### src/rtl/window_gen_3x3_if.sv
// Pixel-in / window-out stream bundle for the 3x3 window generator.
// master = pixel source and window consumer, slave = the generator.
interface window_gen_3x3_if #(
  parameter int DATA_WIDTH = 8
);
  logic                    in_valid;
  logic [DATA_WIDTH-1:0]   in_pixel;
  logic                    out_valid;
  logic [9*DATA_WIDTH-1:0] out_win;
  logic                    frame_done;

  modport master (
    output in_valid, in_pixel,
    input  out_valid, out_win, frame_done
  );

  modport slave (
    input  in_valid, in_pixel,
    output out_valid, out_win, frame_done
  );
endinterface

### src/rtl/window_gen_3x3.sv
// Streaming 3x3 sliding-window generator: two row shift buffers feed a 3x3
// window register; a window is flagged for every unpadded output position.
//
// state  | meaning
// S_FILL | rows 0..1 of the frame are being buffered, no windows emitted
// S_RUN  | row >= 2, a window is emitted for every accept with col >= 2
module window_gen_3x3 #(
  parameter int DATA_WIDTH = 8,
  parameter int IMG_WIDTH  = 30,
  parameter int IMG_HEIGHT = 30
) (
  input  logic            clk,
  input  logic            reset,
  window_gen_3x3_if.slave bus
);

  localparam int CW = $clog2(IMG_WIDTH);
  localparam int RW = $clog2(IMG_HEIGHT);
  localparam logic [CW-1:0] COL_LAST = CW'(IMG_WIDTH - 1);
  localparam logic [RW-1:0] ROW_LAST = RW'(IMG_HEIGHT - 1);

  typedef enum logic {
    S_FILL = 1'b0,
    S_RUN  = 1'b1
  } state_t;

  state_t                r_state;
  state_t                w_state_nxt;
  logic [CW-1:0]         r_col;
  logic [RW-1:0]         r_row;
  logic [DATA_WIDTH-1:0] r_buf1 [IMG_WIDTH];
  logic [DATA_WIDTH-1:0] r_buf2 [IMG_WIDTH];
  logic [DATA_WIDTH-1:0] r_win  [3][3];
  logic                  r_out_valid;
  logic                  r_frame_done;

  logic w_accept;
  logic w_col_last;
  logic w_frame_last;
  logic w_out_valid_nxt;
  logic w_frame_done_nxt;

  assign w_accept     = bus.in_valid;
  assign w_col_last   = (r_col == COL_LAST);
  assign w_frame_last = w_col_last && (r_row == ROW_LAST);

  always_ff @(posedge clk) begin
    if (reset) begin
      r_state <= S_FILL;
    end else begin
      r_state <= w_state_nxt;
    end
  end

  always_comb begin
    w_state_nxt = r_state;
    case (r_state)
      S_FILL:  if (w_accept && w_col_last && (r_row == RW'(1))) w_state_nxt = S_RUN;
      S_RUN:   if (w_accept && w_frame_last) w_state_nxt = S_FILL;
      default: w_state_nxt = S_FILL;
    endcase
  end

  // Columns 0 and 1 would straddle the previous row, so they are suppressed.
  always_comb begin
    w_out_valid_nxt  = 1'b0;
    w_frame_done_nxt = 1'b0;
    if (w_accept) begin
      w_out_valid_nxt  = (r_state == S_RUN) && (r_col >= CW'(2));
      w_frame_done_nxt = w_frame_last;
    end
  end

  always_ff @(posedge clk) begin
    if (reset) begin
      r_out_valid  <= 1'b0;
      r_frame_done <= 1'b0;
    end else begin
      r_out_valid  <= w_out_valid_nxt;
      r_frame_done <= w_frame_done_nxt;
    end
  end

  always_ff @(posedge clk) begin
    if (reset) begin
      r_col <= '0;
      r_row <= '0;
    end else if (w_accept) begin
      if (w_col_last) begin
        r_col <= '0;
        r_row <= (r_row == ROW_LAST) ? '0 : r_row + RW'(1);
      end else begin
        r_col <= r_col + CW'(1);
      end
    end
  end

  // Each buffer is exactly one row deep, so its tail is the pixel one row back.
  always_ff @(posedge clk) begin
    if (reset) begin
      for (int k = 0; k < IMG_WIDTH; k++) begin
        r_buf1[k] <= '0;
        r_buf2[k] <= '0;
      end
    end else if (w_accept) begin
      r_buf1[0] <= bus.in_pixel;
      r_buf2[0] <= r_buf1[IMG_WIDTH-1];
      for (int k = 1; k < IMG_WIDTH; k++) begin
        r_buf1[k] <= r_buf1[k-1];
        r_buf2[k] <= r_buf2[k-1];
      end
    end
  end

  always_ff @(posedge clk) begin
    if (reset) begin
      for (int i = 0; i < 3; i++) begin
        for (int j = 0; j < 3; j++) begin
          r_win[i][j] <= '0;
        end
      end
    end else if (w_accept) begin
      for (int i = 0; i < 3; i++) begin
        r_win[i][0] <= r_win[i][1];
        r_win[i][1] <= r_win[i][2];
      end
      r_win[0][2] <= r_buf2[IMG_WIDTH-1];
      r_win[1][2] <= r_buf1[IMG_WIDTH-1];
      r_win[2][2] <= bus.in_pixel;
    end
  end

  for (genvar gi = 0; gi < 3; gi++) begin : g_row
    for (genvar gj = 0; gj < 3; gj++) begin : g_col
      assign bus.out_win[DATA_WIDTH*(3*gi+gj) +: DATA_WIDTH] = r_win[gi][gj];
    end
  end

  assign bus.out_valid  = r_out_valid;
  assign bus.frame_done = r_frame_done;

endmodule

### src/flat_wrapper.sv
// flat-port wrapper written by rule: the top's interface ports become plain ports
module window_gen_3x3_flat 
#(
  parameter int DATA_WIDTH = 8,
  parameter int IMG_WIDTH  = 30,
  parameter int IMG_HEIGHT = 30
)
  (clk, reset, bus_in_valid, bus_in_pixel, bus_out_valid, bus_out_win, bus_frame_done);
  window_gen_3x3_if #(.DATA_WIDTH(DATA_WIDTH)) bus_i ();
  input  logic clk;
  input  logic reset;
  input wire logic [$bits(bus_i.in_valid)-1:0] bus_in_valid;
  input wire logic [$bits(bus_i.in_pixel)-1:0] bus_in_pixel;
  output wire logic [$bits(bus_i.out_valid)-1:0] bus_out_valid;
  output wire logic [$bits(bus_i.out_win)-1:0] bus_out_win;
  output wire logic [$bits(bus_i.frame_done)-1:0] bus_frame_done;
  assign bus_i.in_valid = bus_in_valid;
  assign bus_i.in_pixel = bus_in_pixel;
  assign bus_out_valid = bus_i.out_valid;
  assign bus_out_win = bus_i.out_win;
  assign bus_frame_done = bus_i.frame_done;
  window_gen_3x3 #(.DATA_WIDTH(DATA_WIDTH), .IMG_WIDTH(IMG_WIDTH), .IMG_HEIGHT(IMG_HEIGHT)) u_core (.clk(clk), .reset(reset), .bus(bus_i));
endmodule
### config.mk
export PLATFORM = sky130hd
export DESIGN_NAME = window_gen_3x3_flat
export DESIGN_NICKNAME = d
export VERILOG_FILES = /design/src/rtl/window_gen_3x3_if.sv /design/src/rtl/window_gen_3x3.sv /design/src/flat_wrapper.sv
export SDC_FILE = /design/constraint.sdc
export NUM_CORES = 1
export LEC_CHECK = 0
export BUFFER_PORTS_ARGS = -buffer_cell sky130_fd_sc_hd__buf_2
export CAP_MARGIN = 20
export CORE_ASPECT_RATIO = 1.1
export CORE_MARGIN = 3
export CORE_UTILIZATION = 55
export CTS_CLUSTER_DIAMETER = 30
export DETAILED_ROUTE_END_ITERATION = 7
export GPL_TIMING_DRIVEN = 0
export PLACE_DENSITY = 0.72
export SETUP_SLACK_MARGIN = 0.4
export SLEW_MARGIN = 30
export SYNTH_ARGS = -nofsm -noshare
export SYNTH_HDL_FRONTEND = slang
export SYNTH_SLANG_ARGS = --single-unit
### constraint.sdc
create_clock -name clk -period 15.59 [get_ports clk]
set_clock_uncertainty 0.15 [all_clocks]
set_input_delay 1.559 -clock clk [delete_from_list [all_inputs] [get_ports clk]]
set_output_delay 1.559 -clock clk [all_outputs]
set_load 0.02 [all_outputs]
* After elaboration in Yosys (flattened, before gate mapping)
Memories as Yosys holds them, arrays and structs flattened.
Cells that the tools add are included.
** Operators by class
- Add/sub/neg operators :: 2
- $lt $le $gt $ge :: 1
- Eq/ne operators :: 3
- Muxes and demuxes :: 79
- Bitwise operators :: 71
- Reduce and logical (&&, ||, !) cells :: 7
** Operators by type and width (count)
- 8-bit 2-to-1 mux :: 69
- 1-bit OR :: 69
- 5-bit by 1-bit adder with 5-bit output, second input constant :: 2
- 5-bit == test, second input constant :: 2
- 5-bit 2-to-1 mux :: 2
- 1-bit 2-to-1 mux :: 7
- 5-bit by 1-bit == test with 1-bit output, second input constant :: 1
- 5-bit by 2-bit >= comparator with 1-bit output, second input constant :: 1
- 1-bit logical AND :: 5
- 1-bit NOT :: 2
- 1-bit one-hot mux with 2 select lines :: 1
- 2-bit AND reduction :: 1
- 2-bit OR reduction :: 1
** Storage, ports and cells
- Bits in registers :: 13
- Memory bits (writable) :: 552
- Bits of input ports :: 11
- Output and inout bits :: 74
- Word-level logic and storage cells :: 171
- Memories kept :: 3
** Memories
- u_core.r_buf1 :: words 30, width 8, read ports 30, clocked after memory_dff 0, wr ports 30, line window_gen_3x3.sv:31 : logic [DATA_WIDTH-1:0] r_buf1 [IMG_WIDTH];
- u_core.r_buf2 :: words 30, width 8, read ports 30, clocked after memory_dff 0, wr ports 30, line window_gen_3x3.sv:32 : logic [DATA_WIDTH-1:0] r_buf2 [IMG_WIDTH];
- u_core.r_win :: words 3, width 24, read ports 3, clocked after memory_dff 0, wr ports 3, line window_gen_3x3.sv:33 : logic [DATA_WIDTH-1:0] r_win [3][3];

* Depth between registers and ports, before layout
- Depth after elaboration :: 5
- Mapped depth :: 6
- Depth with buffers taken out :: 5

* Least setup slack after synthesis
Ideal clock, no wire load.
- Path kind :: input to register
- Start point :: in bus_in_valid
- End point :: mem u_core.r_buf1[1][7] (netlist: u_core.r_buf1[0][15]) (enable)
- Setup time :: 3609 ps
- Arrival time :: 10240 ps
- Required time :: 11831 ps
- Slack :: 1591 ps
- Stages on the path :: 4
- Buffers on the path :: 2
- Path through :: clkbuf_1 inv_1 clkbuf_1 nand2_1
** RTL lines
- start, declared :: line flat_wrapper.sv:12 : input wire logic [$bits(bus_i.in_valid)-1:0] bus_in_valid;
- end, declared :: line window_gen_3x3.sv:31

==> flow_results.xml <==
<?xml version="1.0" encoding="UTF-8"?>
<metrics>
  <group name="clocking">
    <metric name="h-tree-depth" unit="">3</metric>
    <metric name="cts_hold_buffers" unit="">0</metric>
    <metric name="cts-resized-gates" unit="">0</metric>
    <metric name="root_buffer" unit="">sky130_fd_sc_hd__clkbuf_16</metric>
    <metric name="clkSlewWorstSetupHoldPaths" unit="ns">0.05</metric>
    <metric name="clk_path_buf_depth" unit="">3</metric>
    <metric name="cts.sinks" unit="">517</metric>
    <metric name="cts_made_buffers" unit="">87</metric>
    <metric name="clk_lat_worst_skew" unit="ns">0.61</metric>
    <metric name="cts_tree" unit="">yes</metric>
    <metric name="cts_post_setup_buffers_inserted" unit="">0</metric>
  </group>
  <group name="sta">
    <metric name="fin_hold_ws" unit="ns">0.337</metric>
    <metric name="rsz_0062_raised_after_global_routing" unit="">false</metric>
    <metric name="finalCriticalPeriod" unit="ns">4.08</metric>
    <metric name="setup_viol" unit="">0</metric>
    <metric name="final.setup.worst_slack" unit="ns">11.51</metric>
    <metric name="timing_max_transition_violations_final" unit="">0</metric>
    <metric name="slew_headroom" unit="">0.415</metric>
    <metric name="tightest_slew" unit="ns">0.878</metric>
    <metric name="tns" unit="ns">0</metric>
    <metric name="timing.fmax" unit="GHz">0.245</metric>
    <metric name="post-route-period-util" unit="">0.262</metric>
    <metric name="report.final.hold_viol_count" unit="">0</metric>
  </group>
  <group name="floorplanning">
    <metric name="ios" unit="">85</metric>
    <metric name="fp.dieW" unit="um">186</metric>
    <metric name="core.rowCount" unit="">72</metric>
    <metric name="die_h" unit="um">204</metric>
    <metric name="floorplan.die_area" unit="sq um">38100</metric>
    <metric name="initial_utilization" unit="">0.559</metric>
    <metric name="placeable_core_region" unit="sq um">35200</metric>
  </group>
  <group name="placement">
    <metric name="placed_cells" unit="">1802</metric>
    <metric name="hpwl" unit="um">21800</metric>
    <metric name="place_congestion" unit="">0.799</metric>
    <metric name="preCtsSetupSlack" unit="ns">10.87</metric>
    <metric name="io_buffers" unit="">82</metric>
  </group>
  <group name="routing">
    <metric name="drt_pass1_iterations" unit="">7</metric>
    <metric name="detail-route-antenna-nets" unit="">0</metric>
    <metric name="vias_per_cell" unit="">5.37</metric>
    <metric name="drt_wl_total" unit="um">36500</metric>
    <metric name="first_iter_violations" unit="">829</metric>
    <metric name="drc_markers" unit="">0</metric>
    <metric name="num_vias" unit="">10531</metric>
    <metric name="wire_per_inst" unit="um">18.6</metric>
  </group>
  <group name="power">
    <metric name="irDropWorstVdd" unit="mV">0.0996</metric>
    <metric name="power.leakage" unit="nW">10.3</metric>
    <metric name="fin_total_pwr" unit="mW">3.70</metric>
    <metric name="power.density_cell_area" unit="nW/um^2">155</metric>
  </group>
  <group name="final_layout">
    <metric name="final_net_count" unit="">1426</metric>
    <metric name="post_layout_nonfiller_instances" unit="">1961</metric>
    <metric name="antenna_cells_inserted" unit="">0</metric>
    <metric name="area.growth.synth_to_final" unit="%">21.5</metric>
    <metric name="fill_cells" unit="">2283</metric>
    <metric name="post_route_cells_drive_above_1_share" unit="">0.192</metric>
  </group>
  <group name="worst_setup_path">
    <metric name="ff2ff_setup_slack" unit="ns">13.72</metric>
    <metric name="timing.critical_path.required" unit="ns">15.71</metric>
    <metric name="startpoint_class" unit="">input port</metric>
    <metric name="path_class" unit="">in -&gt; reg</metric>
    <metric name="rr_endpoint" unit="">u_core.r_row[0]</metric>
    <metric name="worst-r2r-cell-count" unit="">5</metric>
    <metric name="worstPathMaxFanout" unit="">53</metric>
    <metric name="crit-reg2reg-launch" unit="">u_core.r_col[0]</metric>
    <metric name="crit_path_end_kind" unit="">register</metric>
    <metric name="cp_data_arrival_time" unit="ns">4.21</metric>
  </group>
  <group name="global_route">
    <metric name="first_global_vias" unit="">10869</metric>
    <metric name="grt_max_degree" unit="">54</metric>
    <metric name="grt_antenna_before_repair" unit="">2</metric>
    <metric name="grt_overflow_total" unit="">0</metric>
    <metric name="track_usage" unit="">0.196</metric>
    <metric name="grt_first_pass_wirelength" unit="um">58300</metric>
  </group>
  <group name="hold_path">
    <metric name="whs_path_depth" unit="">2</metric>
    <metric name="min_path_type" unit="">reg -&gt; reg</metric>
    <metric name="timing.hold.worst.start" unit="">u_core.r_state</metric>
    <metric name="hold_path_end" unit="">u_core.r_state</metric>
  </group>
  <group name="synthesis">
    <metric name="synthesis.instances" unit="">1229</metric>
    <metric name="synthesis.yosys.warnings" unit="">0</metric>
    <metric name="mappedNetlistNets" unit="">1245</metric>
    <metric name="syn-mean-instance-area" unit="sq um">16.0</metric>
    <metric name="synth-seq-cells" unit="">517</metric>
    <metric name="seq_area_frac_synth" unit="">0.782</metric>
    <metric name="netlist_area" unit="sq um">19700</metric>
    <metric name="synthDistinctLibCells" unit="">34</metric>
  </group>
  <group name="run">
    <metric name="max_cap_violations" unit="">0</metric>
  </group>
  <group name="run_status">
    <metric name="run_status" unit="">complete, no violations</metric>
  </group>
</metrics>
## cells in the mapped netlist (all sizes together)
master   count  area share
nor3         3     0.00076
or2          1     0.00032
or4b         1     0.00051
or4          4      0.0015
mux2         1     0.00057
a211oi       1     0.00038
clkbuf      93       0.018
a31o         1     0.00045
nand4        4      0.0013
inv          6      0.0011
nand2        6      0.0011
o2bb2ai      1     0.00045
ha           5      0.0032
or3          2     0.00064
o2111ai      1     0.00045
edfxtp     504        0.77
a32o         1     0.00057
o21ai        3     0.00076
nor2         3     0.00057
o311a        1     0.00051
nor2b      192       0.061
o31ai        2     0.00076
and4         2     0.00095
buf         51       0.019
o211ai       1     0.00038
nor4b        1     0.00045
a21oi        8      0.0020
dfxtp       13       0.013
nand3        5      0.0013
and3       312       0.099
## final cells by class
type	instances	area, sq um	area share
sequential	517	15400	0.644
multi-input combinational	562	3550	0.149
clock buffer	110	2290	0.0959
buffer	144	723	0.0302
clock inverter	49	673	0.0282
timing repair buffer	92	648	0.0271
tap	481	602	0.0252
inverter	6	22.5	0.000942
## state kept, by name (all words and copies together), names as in the netlist
name,cells
u_core.bus.frame_done,1
u_core.bus.out_valid,1
u_core.r_buf1,218
u_core.r_buf2,240
u_core.r_col,5
u_core.r_row,5
u_core.r_state,1
u_core.r_win,46
## through the flow
| step | instance area, sq um | utilization |
|---|---|---|
| 2_1_floorplan | 19700 | - |
| 5_1_grt | 23900 | 0.679 |
| 4_1_cts | 23900 | 0.679 |
| 3_3_place_gp | 20700 | 0.588 |
| 3_5_place_dp | 20900 | 0.595 |
| 6_report | 23900 | 0.679 |
## worst max-delay path by stage
stage,from,endpoint,cells after the start
after global routing,reset,u_core.r_buf1[7][14],8
after floorplan,bus_in_valid,u_core.r_buf1[0][15],4
after CTS,reset,u_core.r_buf1[7][14],8
after global placement,reset,u_core.r_buf2[0][0],4
final,reset,u_core.r_buf1[7][12],8
after detailed placement,reset,u_core.r_buf2[0][13],8
## power breakdown
part           leakage [nW]  switching [mW]  internal, mW  total [mW]
logic                  3.25          0.0961        0.0564       0.152
clock network          1.40           0.670          1.22        1.89
registers              5.67          0.0291          1.63        1.66
total                  10.3           0.795          2.91        3.70
## layout by cell type (no fill, tap or decap), types with 4 or more instances in the layout
cell / n
sky130_fd_sc_hd__and3_1: 312
sky130_fd_sc_hd__clkinv_2: 10
sky130_fd_sc_hd__buf_12: 5
sky130_fd_sc_hd__buf_16: 5
sky130_fd_sc_hd__dfxtp_1: 13
sky130_fd_sc_hd__a21oi_1: 8
sky130_fd_sc_hd__buf_2: 84
sky130_fd_sc_hd__nor2b_1: 192
sky130_fd_sc_hd__nand3_1: 5
sky130_fd_sc_hd__nand2_1: 5
sky130_fd_sc_hd__edfxtp_1: 504
sky130_fd_sc_hd__or4_1: 4
sky130_fd_sc_hd__clkbuf_1: 113
sky130_fd_sc_hd__clkinv_4: 6
sky130_fd_sc_hd__buf_4: 48
sky130_fd_sc_hd__nand4_1: 4
sky130_fd_sc_hd__bufinv_16: 10
sky130_fd_sc_hd__inv_1: 5
sky130_fd_sc_hd__clkbuf_16: 87
sky130_fd_sc_hd__ha_1: 5
sky130_fd_sc_hd__clkinvlp_4: 11
## critical path, stage by stage
cell and delay (ns):
sky130_fd_sc_hd__clkbuf_1 0.34, sky130_fd_sc_hd__inv_2 0.21, sky130_fd_sc_hd__clkbuf_1 0.28, sky130_fd_sc_hd__nand2_4 0.52, sky130_fd_sc_hd__buf_12 0.31, sky130_fd_sc_hd__buf_16 0.28
sky130_fd_sc_hd__buf_16 0.29, sky130_fd_sc_hd__buf_16 0.29
## kinds of logic (layout without fill, tap and decap cells)
family | count (synthesis) | count (layout) | synth area share
AO/OA/AOI/OAI | 20 | 20 | 0.00674
adder cells (fa/ha/maj) | 5 | 5 | 0.00318
buffers and inverters | 150 | 401 | 0.0379
flip-flops | 517 | 517 | 0.782
multiplexers | 1 | 1 | 0.000572
AND/OR/NAND/NOR | 536 | 536 | 0.170
## routing by layer
layer | share of wire | vias up | GRT usage | wire length, um
met5 | 0.00058 | - | 0 | 21
met4 | 0.032 | 4 | 0.0878 | 1170
met3 | 0.067 | 87 | 0.0494 | 2430
met2 | 0.47 | 320 | 0.309 | 17200
met1 | 0.43 | 5221 | 0.260 | 15600
li1 | - | 4899 | - | -
(Power assumes the default switching activity.)
